### config.mk
export PLATFORM = sky130hd
export DESIGN_NAME = alu_share_ctrl_flat
export DESIGN_NICKNAME = d
export VERILOG_FILES = /design/src/rtl/alu_share_ctrl_if.sv /design/src/rtl/alu_share_ctrl.sv /design/src/flat_wrapper.sv
export SDC_FILE = /design/constraint.sdc
export NUM_CORES = 1
export LEC_CHECK = 0
export CAP_MARGIN = 10
export CELL_PAD_IN_SITES_DETAIL_PLACEMENT = 1
export CELL_PAD_IN_SITES_GLOBAL_PLACEMENT = 1
export CORE_AREA = 2 2 69 71
export DETAILED_ROUTE_END_ITERATION = 10
export DIE_AREA = 0 0 71 73
export DONT_BUFFER_PORTS = 1
export PLACE_DENSITY = 0.52
export SLEW_MARGIN = 0
export SYNTH_ARGS = -nofsm -noshare
export SYNTH_HDL_FRONTEND = slang
export SYNTH_SLANG_ARGS = --single-unit
### constraint.sdc
create_clock -name clk -period 1.8 [get_ports clk]
set_clock_uncertainty 0.15 [all_clocks]
set_input_delay 0.45 -clock clk [delete_from_list [all_inputs] [get_ports clk]]
set_output_delay 0.45 -clock clk [all_outputs]
set_load 0.02 [all_outputs]
### src/rtl/alu_share_ctrl_if.sv
// Bundle between the two clients, the shared ALU and the response consumer.
// Latency: none, wires only.
// Backpressure: carried by rsp_valid/rsp_ready; requests stay pending until ack.
//
// Ports:
//   master : client/ALU/consumer side (drives requests, ALU result, rsp_ready)
//   slave  : scheduler side (drives acks, ALU operands, response)
interface alu_share_ctrl_if #(
  parameter int WIDTH = 4
);
  logic             req0;
  logic             req1;
  logic [WIDTH-1:0] a0;
  logic [WIDTH-1:0] b0;
  logic [WIDTH-1:0] a1;
  logic [WIDTH-1:0] b1;
  logic [1:0]       op0;
  logic [1:0]       op1;
  logic             ack0;
  logic             ack1;
  logic [WIDTH-1:0] alu_a;
  logic [WIDTH-1:0] alu_b;
  logic [1:0]       alu_status;
  logic [WIDTH-1:0] alu_result;
  logic             rsp_valid;
  logic             rsp_id;
  logic [WIDTH-1:0] rsp_result;
  logic             rsp_ready;

  modport master (
    output req0, req1, a0, b0, a1, b1, op0, op1, alu_result, rsp_ready,
    input  ack0, ack1, alu_a, alu_b, alu_status, rsp_valid, rsp_id, rsp_result
  );

  modport slave (
    input  req0, req1, a0, b0, a1, b1, op0, op1, alu_result, rsp_ready,
    output ack0, ack1, alu_a, alu_b, alu_status, rsp_valid, rsp_id, rsp_result
  );
endinterface

### src/rtl/alu_share_ctrl.sv
// Two-client scheduler for one shared clocked ALU, returns id-tagged results.
// Latency: ack at T, operands on ALU at T+1, rsp_valid at T+ALU_LAT+2.
// Backpressure: response held until rsp_ready; no new grant until it completes.
//
// Ports: clk, rst (synchronous, active-high); bus (alu_share_ctrl_if.slave):
//   req/a/b/op per client in, ack per client out, alu_a/alu_b/alu_status out,
//   alu_result in, rsp_valid/rsp_id/rsp_result out, rsp_ready in.
// Option: define ALU_SHARE_FIXED_PRIO_EN for fixed priority (client 0 wins);
//   default build is round-robin.
module alu_share_ctrl #(
  parameter int WIDTH   = 4,
  parameter int ALU_LAT = 1
) (
  input logic             clk,
  input logic             rst,
  alu_share_ctrl_if.slave bus
);

  // Counter must hold ALU_LAT+1.
  localparam int CW = (ALU_LAT + 2 > 2) ? $clog2(ALU_LAT + 2) : 1;

  typedef enum logic [1:0] {
    IDLE = 2'b00,
    WAIT = 2'b01,
    RESP = 2'b10
  } state_t;

  state_t        state;
  logic [CW-1:0] cnt;
  logic          grant_vld;
  logic          grant_id;

`ifndef ALU_SHARE_FIXED_PRIO_EN
  // Id of the client most recently served; reset value 1 lets client 0 win
  // the first tie.
  logic          last_id;
`endif

  // Grant decision is combinational so ack lands in the same IDLE cycle.
  // Reset gates it so ack never pulses while rst is asserted.
  always_comb begin
    grant_vld = (state == IDLE) && !rst && (bus.req0 || bus.req1);
`ifdef ALU_SHARE_FIXED_PRIO_EN
    grant_id  = !bus.req0;
`else
    if (bus.req0 && bus.req1)
      grant_id = ~last_id;
    else
      grant_id = bus.req1;
`endif
  end

  assign bus.ack0 = grant_vld && !grant_id;
  assign bus.ack1 = grant_vld &&  grant_id;

  always_ff @(posedge clk) begin
    if (rst) begin
      state          <= IDLE;
      cnt            <= '0;
      bus.alu_a      <= '0;
      bus.alu_b      <= '0;
      bus.alu_status <= 2'b00;
      bus.rsp_valid  <= 1'b0;
      bus.rsp_id     <= 1'b0;
      bus.rsp_result <= '0;
`ifndef ALU_SHARE_FIXED_PRIO_EN
      last_id        <= 1'b1;
`endif
    end else begin
      case (state)
        IDLE: begin
          if (grant_vld) begin
            bus.alu_a      <= grant_id ? bus.a1  : bus.a0;
            bus.alu_b      <= grant_id ? bus.b1  : bus.b0;
            bus.alu_status <= grant_id ? bus.op1 : bus.op0;
            bus.rsp_id     <= grant_id;
            cnt            <= CW'(ALU_LAT + 1);
            state          <= WAIT;
          end
        end
        WAIT: begin
          cnt <= cnt - CW'(1);
          // Last WAIT cycle: the ALU output now reflects our operands.
          if (cnt == CW'(1)) begin
            bus.rsp_result <= bus.alu_result;
            bus.rsp_valid  <= 1'b1;
            state          <= RESP;
          end
        end
        RESP: begin
          if (bus.rsp_ready) begin
            bus.rsp_valid <= 1'b0;
            state         <= IDLE;
`ifndef ALU_SHARE_FIXED_PRIO_EN
            // Pointer moves only when the response is delivered.
            last_id       <= bus.rsp_id;
`endif
          end
        end
        default: state <= IDLE;
      endcase
    end
  end

endmodule

### src/flat_wrapper.sv
// flat-port wrapper written by rule: the top's interface ports become plain ports
module alu_share_ctrl_flat 
#(
  parameter int WIDTH   = 4,
  parameter int ALU_LAT = 1
)
  (clk, rst, bus_req0, bus_req1, bus_a0, bus_b0, bus_a1, bus_b1, bus_op0, bus_op1, bus_alu_result, bus_rsp_ready, bus_ack0, bus_ack1, bus_alu_a, bus_alu_b, bus_alu_status, bus_rsp_valid, bus_rsp_id, bus_rsp_result);
  alu_share_ctrl_if #(.WIDTH(WIDTH)) bus_i ();
  input logic clk;
  input logic rst;
  input wire logic [$bits(bus_i.req0)-1:0] bus_req0;
  input wire logic [$bits(bus_i.req1)-1:0] bus_req1;
  input wire logic [$bits(bus_i.a0)-1:0] bus_a0;
  input wire logic [$bits(bus_i.b0)-1:0] bus_b0;
  input wire logic [$bits(bus_i.a1)-1:0] bus_a1;
  input wire logic [$bits(bus_i.b1)-1:0] bus_b1;
  input wire logic [$bits(bus_i.op0)-1:0] bus_op0;
  input wire logic [$bits(bus_i.op1)-1:0] bus_op1;
  input wire logic [$bits(bus_i.alu_result)-1:0] bus_alu_result;
  input wire logic [$bits(bus_i.rsp_ready)-1:0] bus_rsp_ready;
  output wire logic [$bits(bus_i.ack0)-1:0] bus_ack0;
  output wire logic [$bits(bus_i.ack1)-1:0] bus_ack1;
  output wire logic [$bits(bus_i.alu_a)-1:0] bus_alu_a;
  output wire logic [$bits(bus_i.alu_b)-1:0] bus_alu_b;
  output wire logic [$bits(bus_i.alu_status)-1:0] bus_alu_status;
  output wire logic [$bits(bus_i.rsp_valid)-1:0] bus_rsp_valid;
  output wire logic [$bits(bus_i.rsp_id)-1:0] bus_rsp_id;
  output wire logic [$bits(bus_i.rsp_result)-1:0] bus_rsp_result;
  assign bus_i.req0 = bus_req0;
  assign bus_i.req1 = bus_req1;
  assign bus_i.a0 = bus_a0;
  assign bus_i.b0 = bus_b0;
  assign bus_i.a1 = bus_a1;
  assign bus_i.b1 = bus_b1;
  assign bus_i.op0 = bus_op0;
  assign bus_i.op1 = bus_op1;
  assign bus_i.alu_result = bus_alu_result;
  assign bus_i.rsp_ready = bus_rsp_ready;
  assign bus_ack0 = bus_i.ack0;
  assign bus_ack1 = bus_i.ack1;
  assign bus_alu_a = bus_i.alu_a;
  assign bus_alu_b = bus_i.alu_b;
  assign bus_alu_status = bus_i.alu_status;
  assign bus_rsp_valid = bus_i.rsp_valid;
  assign bus_rsp_id = bus_i.rsp_id;
  assign bus_rsp_result = bus_i.rsp_result;
  alu_share_ctrl #(.WIDTH(WIDTH), .ALU_LAT(ALU_LAT)) u_core (.clk(clk), .rst(rst), .bus(bus_i));
endmodule
==> impl_metrics.csv <==
group,metric,value,unit
synth,synth-edff-count,0,
clock_network,cts_root_buf,"clkbuf_8",
pwr,p_sw_share,30.7,%
sta,tightest_slew,0.446,ns
drt,drc,0,
drt,vias,831,
clock_network,cts_sinks,21,
floorplan,chipHeight,73,um
synth,yosys-top-cells-count,"dfxtp_1, a21oi_1, mux2i_1, a211oi_2, a31oi_1",
sta,drv_slew,0,
critical_path,path_class,"reg2out",
synth,syn_nets,135,
clock_network,numCtsBuffers,3,
placement,dp_hpwl,2000,um
finish,diodes,0,
sta,setup_viol,0,
synth,synth_cell_types,28,
critical_path,start_kind,"flop",
synth,syn_area_per_cell,9.74,um2
run_status,status,"completed",
global_routing,grt_overflow,0,
drt,antenna_violating_nets_post_route,0,
pwr,p_clk_share,29.4,%
synth,yosysWarnings,0,
critical_path,critPathMaxFanout,3,
drt,drt_iter0_drc,15,
drt,post_drt_via_cell_ratio,5.10,
sta,period_share,98.7,%
finish,seqCellArea,422,um2
sta,fin_crit,1.78,ns
synth,synth-async-reset-ratio,0,%
clock_network,cts_buffer_depth,2,
floorplan,start_util,22.5,%
placement,place_congestion,0.658,
critical_path,required,1.20,ns
critical_path,arrival,1.18,ns
finish,multi_input_area,554,um2
global_routing,grt_pass1_vias,850,
sta,relSlewSlack,70.2,%
pwr,power.leakage,0.415,nW
critical_path,endpoint_kind,"output port",
finish,post-route-util,25.6,%
synth,syn_inst,105,
finish,nFillCells,526,
pwr,seq_power_share,51.9,%
synth,ys_seq_elements,21,
synth,ys.flop_type,"dfxtp_1",
pwr,p_comb_share,18.7,%
sta,hold_viol,0,
global_routing,grt_pass1_wl,4220,um
floorplan,rows,25,
clock_network,tritoncts,"yes",
floorplan,pin_count,47,
placement,io_buffers,0,
sta,max_freq,563,MHz
finish,nets,140,
pwr,p_total,1.08,mW
drt,drt-total-wl,2710,um
global_routing,grt_antenna_before_repair,0,
global_routing,grt_max_degree,20,
floorplan,dieArea,0.00518,mm2
worst_hold_path,hold_class,"in2reg",
synth,synth.area.top_cells,"dfxtp_1, a211oi_2, mux2i_1, a21oi_1, a31oi_1",
clock_network,clk_latency,0.27,ns
clock_network,path_clk_slew,0.08,ns
floorplan,core-area,0.00454,mm2
finish,area_growth,13.5,%
floorplan,die_w,71,um
synth,yosysSeqAreaShare,41.1,%
synth,syn_area,0.00102,mm2
clock_network,cts_max_level,1,
global_routing,grt_usage,10.8,%
synth,yosysTopAreaCell,"dfxtp_1",
drt,firstDrtPassIters,2,
pwr,vdd.ir_drop.worst,262,uV
synth,yosysTopAreaCellShare,41.1,%
drt,routedWlPerCell,16.6,um
pwr,p_int,752,uW
pwr,powerDensity,935,mW/mm2
finish,drive_above_1_share,24.8,%
synth,synth.most_common_cell,"dfxtp_1",
sta,grt_setup_unrepaired,"yes",
job,maxCapViolCount,0,
pwr,p_sw,332,uW
per-layer routing:
layer  global-route usage [%]  vias to the layer above  wire [um]  share of wire (%)
li1                         -                      390          -                  -
met1                     11.1                      406       1080                 40
met2                     18.7                       29       1310                 48
met3                     4.28                        6        259                9.6
met4                     6.29                        0         61                2.3
met5                        0                        -          0                  0
state kept, by name (all words and copies together) (netlist names):
register,cells
u_core.last_id,1
u_core.bus.rsp_valid,1
u_core.bus.rsp_result,4
u_core.bus.alu_a,4
u_core.bus.rsp_id,1
u_core.bus.alu_status,2
u_core.bus.alu_b,4
u_core.cnt,2
u_core.state,2
through the flow:
step | instance area [um2] | setup WS [ns] | hold WS (ns) | setup TNS (ns) | cells
floorplan | 1030 | 0.0116 | 0.316 | 0 | 105
global placement | 1110 | 0.0248 | 0.342 | 0 | 159
detailed placement | 1110 | 0.0185 | 0.349 | 0 | 159
CTS | 1150 | 0.00237 | 0.0814 | 0 | 163
global route | 1160 | -0.0291 | 0.0737 | -0.0291 | 163
finish | 1160 | 0.0228 | 0.0855 | 0 | 163
logic make-up (layout without fill, tap and decap cells):
family	Yosys count	in the layout	synth area share, %
AND/OR/NAND/NOR	25	25	13.0
multiplexers	11	11	10.8
AO/OA/AOI/OAI	36	36	28.2
adder cells (fa/ha/maj)	1	1	1.22
flip-flops	21	21	41.1
buffers and inverters	11	15	5.75
worst max-delay path, stage by stage (launching register included):
cell     delay, ns
dfxtp_2       0.34
nor2_4        0.10
and2_4        0.15
nor3b_2       0.16
buf_4         0.16
path summary, 6_finish.rpt:
kind	start	to	slack (ns)	depth (start not counted)
min reg2reg	u_core.last_id$_SDFFE_PP1P_	u_core.last_id$_SDFFE_PP1P_	0.36	2
min	rst	u_core.bus.alu_a[1]$_SDFFE_PP0P_	0.09	1
max reg2reg	u_core.last_id$_SDFFE_PP1P_	u_core.bus.alu_a[3]$_SDFFE_PP0P_	0.29	4
max	u_core.state[0]$_SDFFE_PP0P_	bus_ack0	0.02	4
cells in the final DEF, fill, tap and decap left out, drive strengths merged, types with 2 or more instances in the layout:
cell,synthesis,final
dfxtp,21,21
mux2i,11,11
a21oi,11,11
a211oi,10,10
buf,8,8
a31oi,7,7
nand2,6,6
nor2,5,5
nand3,4,4
clkbuf,0,4
inv,3,3
a21boi,3,3
nand3b,2,2
o21a,2,2
nand2b,2,2
and3,2,2
power groups by stage:
| stage | clock (mW) | sequential, mW | combinational [mW] |
|---|---|---|---|
| finish | 0.318 | 0.563 | 0.203 |
| global route | 0.350 | 0.568 | 0.226 |
| CTS | 0.329 | 0.563 | 0.206 |
| detailed placement | 0 | 0.573 | 0.205 |
| global placement | 0 | 0.571 | 0.196 |
| floorplan | 0 | 0.567 | 0.166 |
cell type report:
cell class / instances / area share (%)
Sequential cell: 21 / 36.4
Timing Repair Buffer: 8 / 5.18
Clock buffer: 4 / 3.88
Multi-Input combinational cell: 73 / 47.8
Tap cell: 54 / 5.83
Inverter: 3 / 0.971
timing repair:
item	4_1_cts	5_1_grt
hold buffers	0	0
setup buffers	0	0
endpoints found under the setup margin	0	2
resized for setup	0	3
Note: power is estimated with default switching activity, not from simulation.
